$ cat config.mk
export PLATFORM = sky130hd
export DESIGN_NAME = id_issue_ctrl_flat
export DESIGN_NICKNAME = d
export VERILOG_FILES = /design/src/rtl/id_issue_ctrl_if.sv /design/src/rtl/id_issue_ctrl.sv /design/src/flat_wrapper.sv
export SDC_FILE = /design/constraint.sdc
export NUM_CORES = 1
export LEC_CHECK = 0
export CAP_MARGIN = 20
export CORE_AREA = 2 2 195 197
export CTS_CLUSTER_DIAMETER = 80
export DETAILED_ROUTE_END_ITERATION = 16
export DIE_AREA = 0 0 197 199
export PLACE_DENSITY = 0.66
export SETUP_SLACK_MARGIN = 0.4
export SYNTH_ARGS = -nofsm -noshare
export SYNTH_HDL_FRONTEND = slang
export SYNTH_SLANG_ARGS = --single-unit
$ cat constraint.sdc
create_clock -name clk -period 9.3 [get_ports clk]
set_input_delay 1.86 -clock clk [delete_from_list [all_inputs] [get_ports clk]]
set_output_delay 1.86 -clock clk [all_outputs]
set_load 0.01 [all_outputs]
$ cat src/rtl/id_issue_ctrl_if.sv
// Decode-stage pipeline handshake: upstream (IF -> ID) and downstream (ID -> EXE).
// The stage itself connects through the slave modport. The environment side connects through the master modport.
interface id_issue_ctrl_if #(
    parameter int PW = 64
);
    logic          in_valid;
    logic [PW-1:0] in_data;
    logic          in_allowin;
    logic          out_valid;
    logic          out_allowin;
    logic [PW-1:0] out_data;

    modport master (
        output in_valid, in_data, out_allowin,
        input  in_allowin, out_valid, out_data
    );

    modport slave (
        input  in_valid, in_data, out_allowin,
        output in_allowin, out_valid, out_data
    );
endinterface

$ cat src/rtl/id_issue_ctrl.sv
// Decode/issue control: pipeline register, operand bypass selection, and a
// long-latency busy scoreboard gating issue on load-use, RAW and WAW hazards.
module id_issue_ctrl #(
    parameter int AW   = 5,
    parameter int NREG = 32,
    parameter int DW   = 32,
    parameter int NRD  = 2,
    parameter int NFWD = 3,
    parameter int PW   = 64
) (
    input  logic              clk,
    input  logic              resetn,
    id_issue_ctrl_if.slave    hs,
    input  logic              flush,
    input  logic [NRD*AW-1:0] rs_addr,
    input  logic [NRD-1:0]    rs_used,
    input  logic              iss_we,
    input  logic [AW-1:0]     iss_dest,
    input  logic              iss_long,
    input  logic [NRD*DW-1:0] rf_rdata,
    input  logic [NFWD-1:0]    fwd_valid,
    input  logic [NFWD*AW-1:0] fwd_dest,
    input  logic [NFWD-1:0]    fwd_ready,
    input  logic [NFWD*DW-1:0] fwd_data,
    input  logic              long_done,
    input  logic [AW-1:0]     long_dest,
    input  logic [DW-1:0]     long_data,
    output logic [NRD*DW-1:0] opnd,
    output logic [NREG-1:0]   busy_vec,
    output logic [31:0]       stall_cnt
);
    logic            valid;
    logic            ready_go;
    logic            fire;
    logic            hazard;
    logic            waw;
    logic [AW-1:0]   addr;
    logic [DW-1:0]   val;
    logic            long_hit;
    logic            found;
    logic            not_ready;
    logic [NREG-1:0] busy_nxt;

    assign ready_go      = !hazard;
    assign hs.in_allowin = !valid || (ready_go && hs.out_allowin);
    assign hs.out_valid  = valid && ready_go && !flush;
    assign fire          = hs.out_valid && hs.out_allowin;

    assign waw = iss_we && (iss_dest != '0) && busy_vec[iss_dest]
                 && !(long_done && (long_dest == iss_dest));

    // Forward scan keeps the first (youngest) match; long-unit result and RF are fallbacks.
    always_comb begin
        hazard    = waw;
        opnd      = '0;
        addr      = '0;
        val       = '0;
        long_hit  = 1'b0;
        found     = 1'b0;
        not_ready = 1'b0;
        for (int unsigned p = 0; p < NRD; p++) begin
            addr      = rs_addr[p*AW +: AW];
            long_hit  = long_done && (long_dest == addr);
            found     = 1'b0;
            not_ready = 1'b0;
            val       = long_hit ? long_data : rf_rdata[p*DW +: DW];
            for (int unsigned i = 0; i < NFWD; i++) begin
                if (!found && fwd_valid[i] && (fwd_dest[i*AW +: AW] == addr)) begin
                    found     = 1'b1;
                    val       = fwd_data[i*DW +: DW];
                    not_ready = !fwd_ready[i];
                end
            end
            if (addr == '0)
                val = '0;
            if (rs_used[p] && (addr != '0) && (not_ready || (busy_vec[addr] && !long_hit)))
                hazard = 1'b1;
            opnd[p*DW +: DW] = val;
        end
    end

    always_comb begin
        busy_nxt = busy_vec;
        if (long_done)
            busy_nxt[long_dest] = 1'b0;
        if (fire && iss_long && iss_we && (iss_dest != '0))
            busy_nxt[iss_dest] = 1'b1;
        busy_nxt[0] = 1'b0;
    end

    always_ff @(posedge clk) begin
        if (!resetn) begin
            valid       <= 1'b0;
            hs.out_data <= '0;
            busy_vec    <= '0;
            stall_cnt   <= '0;
        end else begin
            if (flush)
                valid <= 1'b0;
            else if (hs.in_allowin)
                valid <= hs.in_valid;
            if (hs.in_valid && hs.in_allowin && !flush)
                hs.out_data <= hs.in_data;
            busy_vec <= busy_nxt;
            if (valid && !ready_go && !flush)
                stall_cnt <= stall_cnt + 32'd1;
        end
    end
endmodule

$ cat src/flat_wrapper.sv
// flat-port wrapper written by rule: the top's interface ports become plain ports
module id_issue_ctrl_flat 
#(
    parameter int AW   = 5,
    parameter int NREG = 32,
    parameter int DW   = 32,
    parameter int NRD  = 2,
    parameter int NFWD = 3,
    parameter int PW   = 64
)
  (clk, resetn, flush, rs_addr, rs_used, iss_we, iss_dest, iss_long, rf_rdata, fwd_valid, fwd_dest, fwd_ready, fwd_data, long_done, long_dest, long_data, opnd, busy_vec, stall_cnt, hs_in_valid, hs_in_data, hs_out_allowin, hs_in_allowin, hs_out_valid, hs_out_data);
  id_issue_ctrl_if #(.PW(PW)) hs_i ();
  input  logic clk;
  input  logic resetn;
  input  logic flush;
  input  logic [NRD*AW-1:0] rs_addr;
  input  logic [NRD-1:0] rs_used;
  input  logic iss_we;
  input  logic [AW-1:0] iss_dest;
  input  logic iss_long;
  input  logic [NRD*DW-1:0] rf_rdata;
  input  logic [NFWD-1:0] fwd_valid;
  input  logic [NFWD*AW-1:0] fwd_dest;
  input  logic [NFWD-1:0] fwd_ready;
  input  logic [NFWD*DW-1:0] fwd_data;
  input  logic long_done;
  input  logic [AW-1:0] long_dest;
  input  logic [DW-1:0] long_data;
  output logic [NRD*DW-1:0] opnd;
  output logic [NREG-1:0] busy_vec;
  output logic [31:0] stall_cnt;
  input wire logic [$bits(hs_i.in_valid)-1:0] hs_in_valid;
  input wire logic [$bits(hs_i.in_data)-1:0] hs_in_data;
  input wire logic [$bits(hs_i.out_allowin)-1:0] hs_out_allowin;
  output wire logic [$bits(hs_i.in_allowin)-1:0] hs_in_allowin;
  output wire logic [$bits(hs_i.out_valid)-1:0] hs_out_valid;
  output wire logic [$bits(hs_i.out_data)-1:0] hs_out_data;
  assign hs_i.in_valid = hs_in_valid;
  assign hs_i.in_data = hs_in_data;
  assign hs_i.out_allowin = hs_out_allowin;
  assign hs_in_allowin = hs_i.in_allowin;
  assign hs_out_valid = hs_i.out_valid;
  assign hs_out_data = hs_i.out_data;
  id_issue_ctrl #(.AW(AW), .NREG(NREG), .DW(DW), .NRD(NRD), .NFWD(NFWD), .PW(PW)) u_core (.clk(clk), .resetn(resetn), .hs(hs_i), .flush(flush), .rs_addr(rs_addr), .rs_used(rs_used), .iss_we(iss_we), .iss_dest(iss_dest), .iss_long(iss_long), .rf_rdata(rf_rdata), .fwd_valid(fwd_valid), .fwd_dest(fwd_dest), .fwd_ready(fwd_ready), .fwd_data(fwd_data), .long_done(long_done), .long_dest(long_dest), .long_data(long_data), .opnd(opnd), .busy_vec(busy_vec), .stall_cnt(stall_cnt));
endmodule
# Yosys cells after proc, flatten, opt, wreduce, memory -nomap -nowiden
# Index checks and enable logic that the tools add are counted.
# word_totals
regBits	129
in_bits	307
output_inout_bits	194
word_cells	116
# op_classes
n_addsub	1
n_lt_le_gt_ge	6
eq_ne	9
n_mux	34
bitwise	4
reduce_logical	57
# ops
op	count
$mux W32	12
$eq A5 B5 Y1	9
$logic_and A1 B1 Y1	35
$add A32 B1 Y32 const B	1
$and A32 B32 Y32	1
$not A32 Y32	1
$or A32 B32 Y32	1
$lt A5 B6 Y1 const B	4
$mux W1	17
$bmux W1 S5	3
$reduce_bool A5 Y1	3
$logic_not A1 Y1	13
$demux W1 S5	2
$ge A5 B1 Y1 const B	2
$logic_not A5 Y1	2
$logic_or A1 B1 Y1	3
$reduce_or A2 Y1	1
$not A1 Y1	1

# Longest topological paths before layout
# Gate-level depths: netlist of the first run.
# depth
ltp_word	23
mapped_depth	12
mapped_depth_nobuf	8

# Least setup slack after synthesis of the first run
# Ideal clock, no wire load.
# synth_path
kind	input to output
startpoint	input iss_dest[0]
endpoint	output hs_out_valid
arrival_ns	3.934
t_required_ns	7.440
slack_ns	3.506
stages	9
path_buffers	2
path_cell_list	clkbuf_1 -> mux4_2 -> a22oi_1 -> nand2_1 -> a22o_1 -> a2bb2oi_2 -> nand4b_1 -> clkbuf_1 -> inv_1
# synth_between
elab_chain_len	9
elab_cells_between_ends	14
classes_between	eq/ne: 1; mux: 4; reduce/logical: 9
# synth_lines
element	line	rtl
start: declaration	flat_wrapper.sv:19	input logic [AW-1:0] iss_dest;
$bmux W1 S5 (tied with other cells)	id_issue_ctrl.sv:49	assign waw = iss_we && (iss_dest != '0) && busy_vec[iss_dest]
$mux W1 (implied by the code) (tied with other cells)	id_issue_ctrl.sv:49	
$logic_and A1 B1 Y1 or $logic_not A1 Y1 (tied branches)	id_issue_ctrl.sv:49, id_issue_ctrl.sv:50	
$logic_and A1 B1 Y1 *	id_issue_ctrl.sv:50	&& !(long_done && (long_dest == iss_dest));
$mux W1 * (2 in series)	id_issue_ctrl.sv:76	if (rs_used[p] && (addr != '0) && (not_ready || (busy_vec[addr] && !long_hit)))
$logic_not A1 Y1 *	id_issue_ctrl.sv:44	assign ready_go = !hazard;
$logic_and A1 B1 Y1 * (2 in series)	id_issue_ctrl.sv:46	assign hs.out_valid = valid && ready_go && !flush;
end: declaration	flat_wrapper.sv:36	output wire logic [$bits(hs_i.out_valid)-1:0] hs_out_valid;
# Every way passes the cells marked *; elsewhere a longest branch is shown, timed or not. The select of a mux whose other input is x is not followed.

# Worst setup path in the final report of the first run
# layout_path
startpoint	input rs_addr[7]
endpoint	output opnd[50]
# layout_between
elab_chain_len	12
elab_cells_between_ends	20
classes_between	eq/ne: 4; mux: 7; reduce/logical: 9
# layout_lines
element	line	rtl
start: declaration	flat_wrapper.sv:16	input logic [NRD*AW-1:0] rs_addr;
$eq A5 B5 Y1	id_issue_ctrl.sv:68	if (!found && fwd_valid[i] && (fwd_dest[i*AW +: AW] == addr)) begin
$logic_and A1 B1 Y1	id_issue_ctrl.sv:68	
$mux W1	id_issue_ctrl.sv:68	
$logic_not A1 Y1	id_issue_ctrl.sv:68	
$logic_and A1 B1 Y1 (2 in series)	id_issue_ctrl.sv:68	
$mux W1	id_issue_ctrl.sv:68	
$logic_not A1 Y1	id_issue_ctrl.sv:68	
$logic_and A1 B1 Y1 (2 in series)	id_issue_ctrl.sv:68	
$mux W32	id_issue_ctrl.sv:68	
$mux W32 *	id_issue_ctrl.sv:74	if (addr == '0)
end: declaration	flat_wrapper.sv:29	output logic [NRD*DW-1:0] opnd;
# Every way passes the cells marked *; elsewhere a longest branch is shown, timed or not.

==> results_dict.tcl, run 1 <==
set metrics [dict create \
    setup_viol 0 \
    start_util 0.256 \
    antenna_found_initial 18 \
    critical_path.startpoint_type "input port" \
    run_status "completed" \
    synth_enable_flop_cells 0 \
    hold_violations 0 \
    clock-skew-final_ns 0.00898 \
    drcViolationCount 0 \
    postSynthRegisterBits 128 \
    grt-ovfl-total 0 \
    synth-async-reset-ratio 0 \
    cts.root.buffer_cell "sky130_fd_sc_hd__clkbuf_16" \
    floorplan.io_pins 501 \
    period_minus_ws_final_ns 7.75 \
    grt.total_usage 0.235 \
    power-per-cell-area_nw_per_um2 121 \
    synth_xor_xnor_area_share 0.0452 \
    detailed_place.area_sq_um 14700 \
    arrival_ns 5.89 \
    numCtsBuffers 17 \
    drt_pass1_iterations 5 \
    clock_path_buffers 2 \
    clock_sinks 128 \
    tritoncts_clock_tree "done" \
    critical_path.endpoint_type "output pin" \
    drt_first_iter_violations 837 \
    worst-endpoint-required_ns 7.44 \
    post_cts_resized 0 \
    vias_per_cell 5.38 \
    place_hpwl_um 37000 \
    worst_slew_margin_rel 0.261 \
    max_freq_mhz 129 \
    max-cap-violations 0 \
    die_y_um 199 \
    yosys_warnings 0 \
    totalNegativeSetupSlack_ns 0 \
    finalCritPeriodShare 0.834 \
    fp.dieW_um 197 \
    drt.antenna.violating_nets 0 \
    area_delta_synth_final_pct 63.0 \
    syn_area_sq_um 9500 \
    insertion_delay_ns 0.43 \
    instances_no_fill 2170 \
    globalplace.congestion 1.02 \
    synth_flop_cell "sky130_fd_sc_hd__dfxtp_1" \
    synth_compound_gate_area_share 0.229 \
    floorplan.rows 71 \
    via_count 11672 \
    synth_simple_gate_area_share 0.247 \
    drv_slew 0 \
    static_leakage_power_nw 5.74 \
    hold_class "register to register" \
    layout.filler_cells 3748 \
    finished_cell_area_sq_um 15500 \
    post_syn_nets 1561 \
    final_net_count 1981 \
    detailroute.wirelength.met2_um 23900 \
    crit_path_max_fanout 21 \
    tightest_slew_ns 1.11 \
    maxUsedRoutingLayer "met5" \
    drive_above_1_share 0.0587 \
    timing.final.ws_setup_ns 1.55 \
    worst_setup_hold_path_clk_slew_ns 0.06 \
    floorplan.core_area_sq_um 37100 \
    synth.distinct_cells 63 \
    htreeDepth 4 \
    design.die.area_sq_um 39200 \
    first_global_vias 11450 \
    synth.avg_cell_area_sq_um 7.58 \
    numPlacedInstances 2124 \
    irDropWorstVdd_mv 0.132 \
    setup.worst_path.class "input port to output pin" \
    synthesis.instances 1253 \
    length_of_routed_wiring_on_met1_um 17700 \
    wirelength_routed_um 48300 \
    seq_area_frac_synth 0.270 \
    cts_setup_buffers 0 \
    route.met3.wl_um 4990 \
    port_buffers 499 \
    grt_max_degree 97 \
    post-place-ws_ns 1.50 \
    synth_top_family_by_area "simple AND/OR/NAND/NOR gates" \
    synth_mux_area_frac 0.137 \
    synth_adder_area_share 0.00132 \
    final.hold.worst_slack_ns 0.456 \
    wl_per_cell_um 22.2 \
    grt_setup_unrepaired "no" \
    post_cts_hold_buffer_count 0 \
    grt_first_pass_wirelength_um 69900 \
]
power by group:
| group | leakage [nW] | internal [mW] | switching [mW] |
|---|---|---|---|
| clock | 0.344 | 0.566 | 0.267 |
| combinational | 4.35 | 0.258 | 0.215 |
| sequential | 1.04 | 0.564 | 0.00875 |
sequential cells by signal (all words and copies together), names as in the netlist:
name,flops
u_core.valid,1
u_core.busy_vec,31
u_core.stall_cnt,32
u_core.hs.out_data,64
worst paths after layout:
kind	slack (ns)	to	from	cells after the start
worst min register to register	0.46	u_core.hs.out_data[2]	u_core.hs.out_data[2]	2
worst min-delay path	0.46	u_core.hs.out_data[2]	u_core.hs.out_data[2]	2
worst max-delay path	1.55	opnd[50]	rs_addr[7]	9
worst max register to register	5.42	u_core.hs.out_data[11]	u_core.busy_vec[26]	9
layout by cell type, fill, tap and decap left out, types with 13 or more instances in the layout:
| cell type | netlist | final |
|---|---|---|
| sky130_fd_sc_hd__mux4_2 | 13 | 13 |
| sky130_fd_sc_hd__xnor2_1 | 21 | 21 |
| sky130_fd_sc_hd__xor2_1 | 28 | 28 |
| sky130_fd_sc_hd__o221ai_1 | 65 | 65 |
| sky130_fd_sc_hd__nand2_1 | 291 | 290 |
| sky130_fd_sc_hd__clkbuf_16 | 0 | 17 |
| sky130_fd_sc_hd__clkdlybuf4s50_1 | 0 | 498 |
| sky130_fd_sc_hd__mux2i_1 | 90 | 90 |
| sky130_fd_sc_hd__a21oi_1 | 82 | 81 |
| sky130_fd_sc_hd__nand3_1 | 80 | 78 |
| sky130_fd_sc_hd__o21ai_0 | 70 | 70 |
| sky130_fd_sc_hd__dfxtp_1 | 128 | 128 |
| sky130_fd_sc_hd__o211ai_1 | 33 | 33 |
| sky130_fd_sc_hd__nand4_1 | 18 | 18 |
| sky130_fd_sc_hd__o31ai_1 | 25 | 25 |
| sky130_fd_sc_hd__nand2b_1 | 22 | 22 |
| sky130_fd_sc_hd__buf_4 | 4 | 21 |
| sky130_fd_sc_hd__and3_1 | 15 | 15 |
| sky130_fd_sc_hd__inv_1 | 17 | 17 |
synth_stat cells, types with 3 or more instances:
master	instances	area, sq um
sky130_fd_sc_hd__buf_4	4	30.0
sky130_fd_sc_hd__o211ai_1	33	248
sky130_fd_sc_hd__or3_1	12	75.1
sky130_fd_sc_hd__nand2_1	291	1090
sky130_fd_sc_hd__or4_1	3	22.5
sky130_fd_sc_hd__nor2_1	12	45.0
sky130_fd_sc_hd__o41ai_1	8	70.1
sky130_fd_sc_hd__dfxtp_1	128	2560
sky130_fd_sc_hd__a31oi_1	5	31.3
sky130_fd_sc_hd__a21oi_1	82	410
sky130_fd_sc_hd__buf_12	6	120
sky130_fd_sc_hd__xnor2_1	21	184
sky130_fd_sc_hd__nand4_1	18	113
sky130_fd_sc_hd__mux2i_1	90	901
sky130_fd_sc_hd__and3_1	15	93.8
sky130_fd_sc_hd__nand3_1	80	400
sky130_fd_sc_hd__buf_2	11	55.1
sky130_fd_sc_hd__o221ai_1	65	569
sky130_fd_sc_hd__and4_1	6	52.6
sky130_fd_sc_hd__or3b_2	4	35.0
sky130_fd_sc_hd__buf_1	12	45.0
sky130_fd_sc_hd__o21ai_0	70	350
sky130_fd_sc_hd__nor2b_1	7	43.8
sky130_fd_sc_hd__nand2b_1	22	138
sky130_fd_sc_hd__inv_1	17	63.8
sky130_fd_sc_hd__mux2_2	7	78.8
sky130_fd_sc_hd__o22ai_1	5	31.3
sky130_fd_sc_hd__xor2_1	28	245
sky130_fd_sc_hd__a31o_2	7	61.3
sky130_fd_sc_hd__clkbuf_1	85	319
sky130_fd_sc_hd__and2_1	10	62.6
sky130_fd_sc_hd__nand3b_1	9	67.6
sky130_fd_sc_hd__nor4_1	8	50.1
sky130_fd_sc_hd__o31ai_1	25	188
sky130_fd_sc_hd__mux4_2	13	293
critical path: stages:
cell and delay, ns:
sky130_fd_sc_hd__clkdlybuf4s50_1 0.72, sky130_fd_sc_hd__xor2_1 0.27, sky130_fd_sc_hd__nor4_1 0.47, sky130_fd_sc_hd__nand3_2 0.40
sky130_fd_sc_hd__nand2b_1 0.85, sky130_fd_sc_hd__buf_4 0.33, sky130_fd_sc_hd__o221ai_1 0.14, sky130_fd_sc_hd__a21oi_1 0.24
sky130_fd_sc_hd__clkdlybuf4s50_1 0.61
stage by stage:
stage	power, mW	util
detailed placement	1.05	0.395
finish	1.88	0.417
CTS	1.89	0.414
global route	1.93	0.417
floorplan	0.770	-
global placement	1.05	0.395
cells by family (layout without fill, tap and decap cells):
| group | Yosys count | in the layout |
|---|---|---|
| buffers and inverters | 139 | 572 |
| AND/OR/NAND/NOR | 504 | 504 |
| XOR/XNOR | 49 | 49 |
| AO/OA/AOI/OAI | 320 | 320 |
| adder cells (fa/ha/maj) | 1 | 1 |
| flip-flops | 128 | 128 |
| other | 1 | 11 |
| multiplexers | 111 | 111 |
per-layer routing:
metal	vias up	global-route usage
met5	-	0
li1	5418	-
met3	102	0.0787
met1	5519	0.255
met4	18	0.0955
met2	615	0.418
final cells by class:
class | count | area [sq um] | share of cell area
Clock inverter | 13 | 282 | 0.0182
Inverter | 17 | 63.8 | 0.00412
Tap cell | 474 | 593 | 0.0383
Antenna cell | 10 | 25.0 | 0.00162
Clock buffer | 19 | 443 | 0.0286
Timing Repair Buffer | 523 | 5220 | 0.337
Multi-Input combinational cell | 986 | 6290 | 0.406
Sequential cell | 128 | 2560 | 0.165
Power figures use the tool's default switching activity.
==> run 2: changes to the inputs <==
Settings changed: PLACE_DENSITY 0.66 to 0.68.
Clock period 9.3 ns to 7.05 ns, I/O delays scaled along.
==> run 2 against run 1 <==
Compared with the run above:
- via count is 1.2% higher
- clock-buffer cell count is 4 higher
- cell count is 0.28% higher
- non-clock buffer count is 9 higher
- sequential power is 32% higher
- combinational power is 33% higher
- first-iteration DRC count is 21% higher
- power is 27% higher
- critical endpoint is now opnd[48]
- largest power group unchanged
- highest routed layer unchanged
==> results_dict.tcl, run 2 (synthesis results as in run 1) <==
set metrics [dict create \
    drt_first_iter_violations 1009 \
    static_leakage_power_nw 5.75 \
    comb_power_share 0.264 \
    clock-skew-final_ns 0.00942 \
    insertion_delay_ns 0.43 \
    place_hpwl_um 36100 \
    drv_slew 0 \
    worstSetupStartpoint "rs_addr[9]" \
    post_cts_resized 0 \
    htreeDepth 4 \
    worst-endpoint-required_ns 5.64 \
    grt-ovfl-total 0 \
    switching_share 0.263 \
    setup.worst_path.class "input port to output pin" \
    grt.total_usage 0.234 \
    endpoint_of_the_most_critical_setup_path "opnd[48]" \
    layout_common_cells "498 x sky130_fd_sc_hd__clkdlybuf4s50_1, 290 x sky130_fd_sc_hd__nand2_1, 128 x sky130_fd_sc_hd__dfxtp_1" \
    vias_per_cell 5.43 \
    power-per-cell-area_nw_per_um2 154 \
    post_cts_hold_buffer_count 0 \
    arrival_ns 4.89 \
    instances_no_fill 2176 \
    max_flop_register "u_core.hs.out_data" \
    max_freq_mhz 159 \
    die_y_um 199 \
    port_buffers 499 \
    run_status "completed" \
    design.die.area_sq_um 39200 \
    floorplan.rows 71 \
    clock_sinks 128 \
    drt.antenna.violating_nets 0 \
    crit_path_cell_trace "clkdlybuf4s50_1 > buf_4 > xor2_1 > nor4_1 > nand3_2 > nand4_1 > buf_4 > o221ai_1 > a21oi_1 > clkdlybuf4s50_1" \
    cts_setup_buffers 0 \
    tightest_slew_ns 0.962 \
    grt_max_degree 106 \
    drive_above_1_share 0.0631 \
    worst_slew_margin_rel 0.359 \
    post-place-ws_ns 0.912 \
    cts.root.buffer_cell "sky130_fd_sc_hd__clkbuf_16" \
    worst_r2r_path_depth 8 \
    period_minus_ws_final_ns 6.30 \
    numPlacedInstances 2136 \
    timing.final.ws_setup_ns 0.755 \
    stage_delay_of_the_slowest_cell_on_the_critical_path_ns 0.62 \
    first_global_vias 11622 \
    max-cap-violations 0 \
    critical_path.slowest_cell "sky130_fd_sc_hd__clkdlybuf4s50_1" \
    via_count 11816 \
    max_reg_flops 64 \
    numCtsBuffers 17 \
    start_util 0.256 \
    clock_share_of_power 0.418 \
    critical_path.startpoint_type "input port" \
    detailed_place.area_sq_um 14800 \
    grt_setup_unrepaired "no" \
    floorplan.core_area_sq_um 37100 \
    fp.dieW_um 197 \
    power.switching_uw 625 \
    r2r-start "u_core.busy_vec[31]" \
    worst_hold_start "u_core.hs.out_data[26]" \
    wirelength_routed_um 47800 \
    critical_path.endpoint_type "output pin" \
    worst_setup_slack_for_register_to_register_paths_ns 3.70 \
    floorplan.io_pins 501 \
    clock_path_buffers 2 \
    area_delta_synth_final_pct 62.8 \
    irDropWorstVdd_mv 0.215 \
    globalplace.congestion 1.02 \
    total_power_mw 2.38 \
    final_common_cell "sky130_fd_sc_hd__clkdlybuf4s50_1" \
    worst_setup_hold_path_clk_slew_ns 0.06 \
    r2r-end "u_core.hs.out_data[15]" \
    final_net_count 1990 \
    grt_first_pass_wirelength_um 70400 \
    totalNegativeSetupSlack_ns 0 \
    reg_top3 "u_core.hs.out_data x64, u_core.stall_cnt x32, u_core.busy_vec x31" \
    setup_viol 0 \
    drt_pass1_iterations 6 \
    internal_power_mw 1.75 \
    finalCritPeriodShare 0.893 \
    crit_path_max_fanout 32 \
    tritoncts_clock_tree "done" \
    wl_per_cell_um 21.9 \
    finished_cell_area_sq_um 15500 \
    hold_class "register to register" \
    drcViolationCount 0 \
    hold_violations 0 \
    power_frac_seq 0.318 \
    antenna_found_initial 13 \
    number_of_cells_traversed_by_the_worst_hold_path 2 \
]
==> run 2: worst min path at each step <==
| stage | slack (ns) | to |
|---|---|---|
| global route | 0.47 | u_core.hs.out_data[44] |
| floorplan | 0.48 | u_core.hs.out_data[0] |
| detailed placement | 0.45 | u_core.hs.out_data[44] |
| finish | 0.45 | u_core.hs.out_data[26] |
| CTS | 0.46 | u_core.hs.out_data[26] |
| global placement | 0.44 | u_core.hs.out_data[21] |
==> run 2: power groups by stage <==
stage          clock network (mW)  logic, mW  registers (mW)
2_1_floorplan                   0      0.237           0.778
3_3_place_gp                    0      0.618           0.769
3_5_place_dp                    0      0.618           0.770
4_1_cts                      1.01      0.623           0.755
5_1_grt                      1.04      0.667           0.757
6_report                    0.993      0.628           0.755
==> run 2: worst max-delay path: cells and delay by family <==
kind                   cells  cell delay [ns]
AO/OA/AOI/OAI              2             0.55
XOR/XNOR                   1             0.14
AND/OR/NAND/NOR            3             1.13
buffers and inverters      4             1.63
==> run 2: metal layers <==
| metal | vias up | routed length [um] | track usage |
|---|---|---|---|
| li1 | 5431 | - | - |
| met3 | 130 | 5780 | 0.0809 |
| met5 | - | 59 | 0 |
| met4 | 10 | 1940 | 0.110 |
| met1 | 5497 | 17300 | 0.264 |
| met2 | 748 | 22700 | 0.396 |
==> run 2: cell type report <==
cell class,count,area (sq um)
fill,3731,21700
multi-input combinational,986,6290
timing repair buffer,532,5270
sequential,128,2560
tap,474,593
clock buffer,23,488
clock inverter,9,178
inverter,17,63.8
antenna,7,17.5
==> run 2: per-stage QoR <==
step / utilization / hold slack, ns
3_5_place_dp: 0.398 / 0.446
3_3_place_gp: 0.398 / 0.441
4_1_cts: 0.416 / 0.456
5_1_grt: 0.416 / 0.475
2_1_floorplan: - / 0.479
6_report: 0.417 / 0.455
==> run 3: changes to the inputs <==
Settings changed: CORE_AREA 2 2 195 197 to 2 2 192 194, DIE_AREA 0 0 197 199 to 0 0 194 196, PLACE_DENSITY 0.68 to 0.7.
==> run 3 against run 2 <==
Compared with the run above:
- global-route usage increased by 0.12 points
- fmax decreased by 0.82%
- sequential power about the same
- via count increased by 0.82%
- clock skew decreased by 0.00054 ns
- non-clock buffer count decreased by 5
- critical path type unchanged
==> results_dict.tcl, run 3 (synthesis results as in run 1) <==
set metrics [dict create \
    run_status "completed" \
    numCtsBuffers 17 \
    cts_setup_buffers 0 \
    period_minus_ws_final_ns 6.35 \
    drt_pass1_iterations 7 \
    die_y_um 196 \
    drive_above_1_share 0.0604 \
    area_delta_synth_final_pct 61.7 \
    timing.final.ws_setup_ns 0.703 \
    hold_violations 0 \
    grt-ovfl-total 0 \
    floorplan.rows 70 \
    power.switching_uw 636 \
    via_count 11913 \
    clock_share_of_power 0.399 \
    total_power_mw 2.29 \
    finalCritPeriodShare 0.900 \
    layout_common_cells "498 x sky130_fd_sc_hd__clkdlybuf4s50_1, 290 x sky130_fd_sc_hd__nand2_1, 128 x sky130_fd_sc_hd__dfxtp_1" \
    switching_share 0.278 \
    reg_top3 "u_core.hs.out_data x64, u_core.stall_cnt x32, u_core.busy_vec x31" \
    port_buffers 499 \
    grt_first_pass_wirelength_um 70100 \
    htreeDepth 4 \
    worst_r2r_path_depth 9 \
    final_common_cell "sky130_fd_sc_hd__clkdlybuf4s50_1" \
    final.hold.worst_slack_ns 0.456 \
    antenna_found_initial 9 \
    critical_path.endpoint_type "output pin" \
    globalplace.congestion 1.03 \
    grt.total_usage 0.235 \
    crit_path_max_fanout 32 \
    layout.filler_cells 3581 \
    grt_max_degree 100 \
    comb_power_share 0.271 \
    max_flop_register "u_core.hs.out_data" \
    tightest_slew_ns 0.946 \
    instances_no_fill 2165 \
    worst-endpoint-required_ns 5.64 \
    tritoncts_clock_tree "done" \
    totalNegativeSetupSlack_ns 0 \
    arrival_ns 4.94 \
    setup.worst_path.class "input port to output pin" \
    detailed_place.area_sq_um 14700 \
    wirelength_routed_um 46700 \
    worst_slew_margin_rel 0.370 \
    fp.dieW_um 194 \
    number_of_cells_traversed_by_the_worst_hold_path 2 \
    floorplan.io_pins 501 \
    power_frac_seq 0.330 \
    grt_setup_unrepaired "no" \
    vias_per_cell 5.50 \
    drcViolationCount 0 \
    max-cap-violations 0 \
    post-route-util 0.426 \
    place_hpwl_um 35500 \
    drt_first_iter_violations 1123 \
    insertion_delay_ns 0.42 \
    cts.root.buffer_cell "sky130_fd_sc_hd__clkbuf_16" \
    post-place-ws_ns 0.711 \
    post_cts_hold_buffer_count 0 \
    static_leakage_power_nw 5.70 \
    hold_class "register to register" \
    clock_path_buffers 2 \
    first_global_vias 11730 \
    max_freq_mhz 158 \
    post_cts_resized 0 \
    clock_sinks 128 \
    worst_setup_hold_path_clk_slew_ns 0.06 \
    drt.antenna.violating_nets 0 \
    drv_slew 0 \
    setup_viol 0 \
    design.die.area_sq_um 38000 \
    numPlacedInstances 2124 \
    max_reg_flops 64 \
    start_util 0.263 \
    power-per-cell-area_nw_per_um2 149 \
    finished_cell_area_sq_um 15400 \
    internal_power_mw 1.65 \
    critical_path.startpoint_type "input port" \
    final_net_count 1985 \
    wl_per_cell_um 21.6 \
    floorplan.core_area_sq_um 36100 \
    irDropWorstVdd_mv 0.155 \
    clock-skew-final_ns 0.00888 \
]
[run 3: power groups by stage]
| stage | Combinational (mW) | Sequential, mW | Clock [mW] |
|---|---|---|---|
| 6_report | 0.621 | 0.755 | 0.912 |
| 5_1_grt | 0.658 | 0.756 | 0.959 |
| 4_1_cts | 0.619 | 0.755 | 0.926 |
| 3_5_place_dp | 0.614 | 0.770 | 0 |
| 3_3_place_gp | 0.612 | 0.769 | 0 |
| 2_1_floorplan | 0.237 | 0.778 | 0 |
[run 3: worst paths after layout]
| check | start | to | slack (ns) |
|---|---|---|---|
| worst max-delay path | rs_addr[5] | opnd[46] | 0.70 |
| worst min-delay path | u_core.hs.out_data[21] | u_core.hs.out_data[21] | 0.46 |
| worst max register to register | u_core.busy_vec[11] | u_core.hs.out_data[10] | 3.81 |
| worst min register to register | u_core.hs.out_data[21] | u_core.hs.out_data[21] | 0.46 |
[run 3: per-layer routing]
| layer | track usage | up-vias | wire length, um |
|---|---|---|---|
| li1 | - | 5426 | - |
| met1 | 0.272 | 5577 | 17400 |
| met2 | 0.403 | 766 | 22300 |
| met3 | 0.0677 | 132 | 5040 |
| met4 | 0.102 | 12 | 1920 |
| met5 | 0 | - | 73 |
[run 3: worst max-delay path: stages]
cell                              delay, ns
sky130_fd_sc_hd__clkdlybuf4s50_1       1.00
sky130_fd_sc_hd__xor2_1                0.14
sky130_fd_sc_hd__nor4_1                0.45
sky130_fd_sc_hd__and3_1                0.24
sky130_fd_sc_hd__buf_4                 0.36
sky130_fd_sc_hd__nand2_1               0.10
sky130_fd_sc_hd__nand3_1               0.09
sky130_fd_sc_hd__o21ai_0               0.09
sky130_fd_sc_hd__a21oi_1               0.40
sky130_fd_sc_hd__clkdlybuf4s50_1       0.62
[run 3: final cells by class]
cell class	count	area, sq um	share of cell area
Multi-Input combinational cell	986	6290	0.410
Timing Repair Buffer	527	5230	0.341
Sequential cell	128	2560	0.167
Tap cell	468	586	0.0381
Clock buffer	20	447	0.0291
Clock inverter	12	160	0.0104
Inverter	17	63.8	0.00415
Antenna cell	7	17.5	0.00114
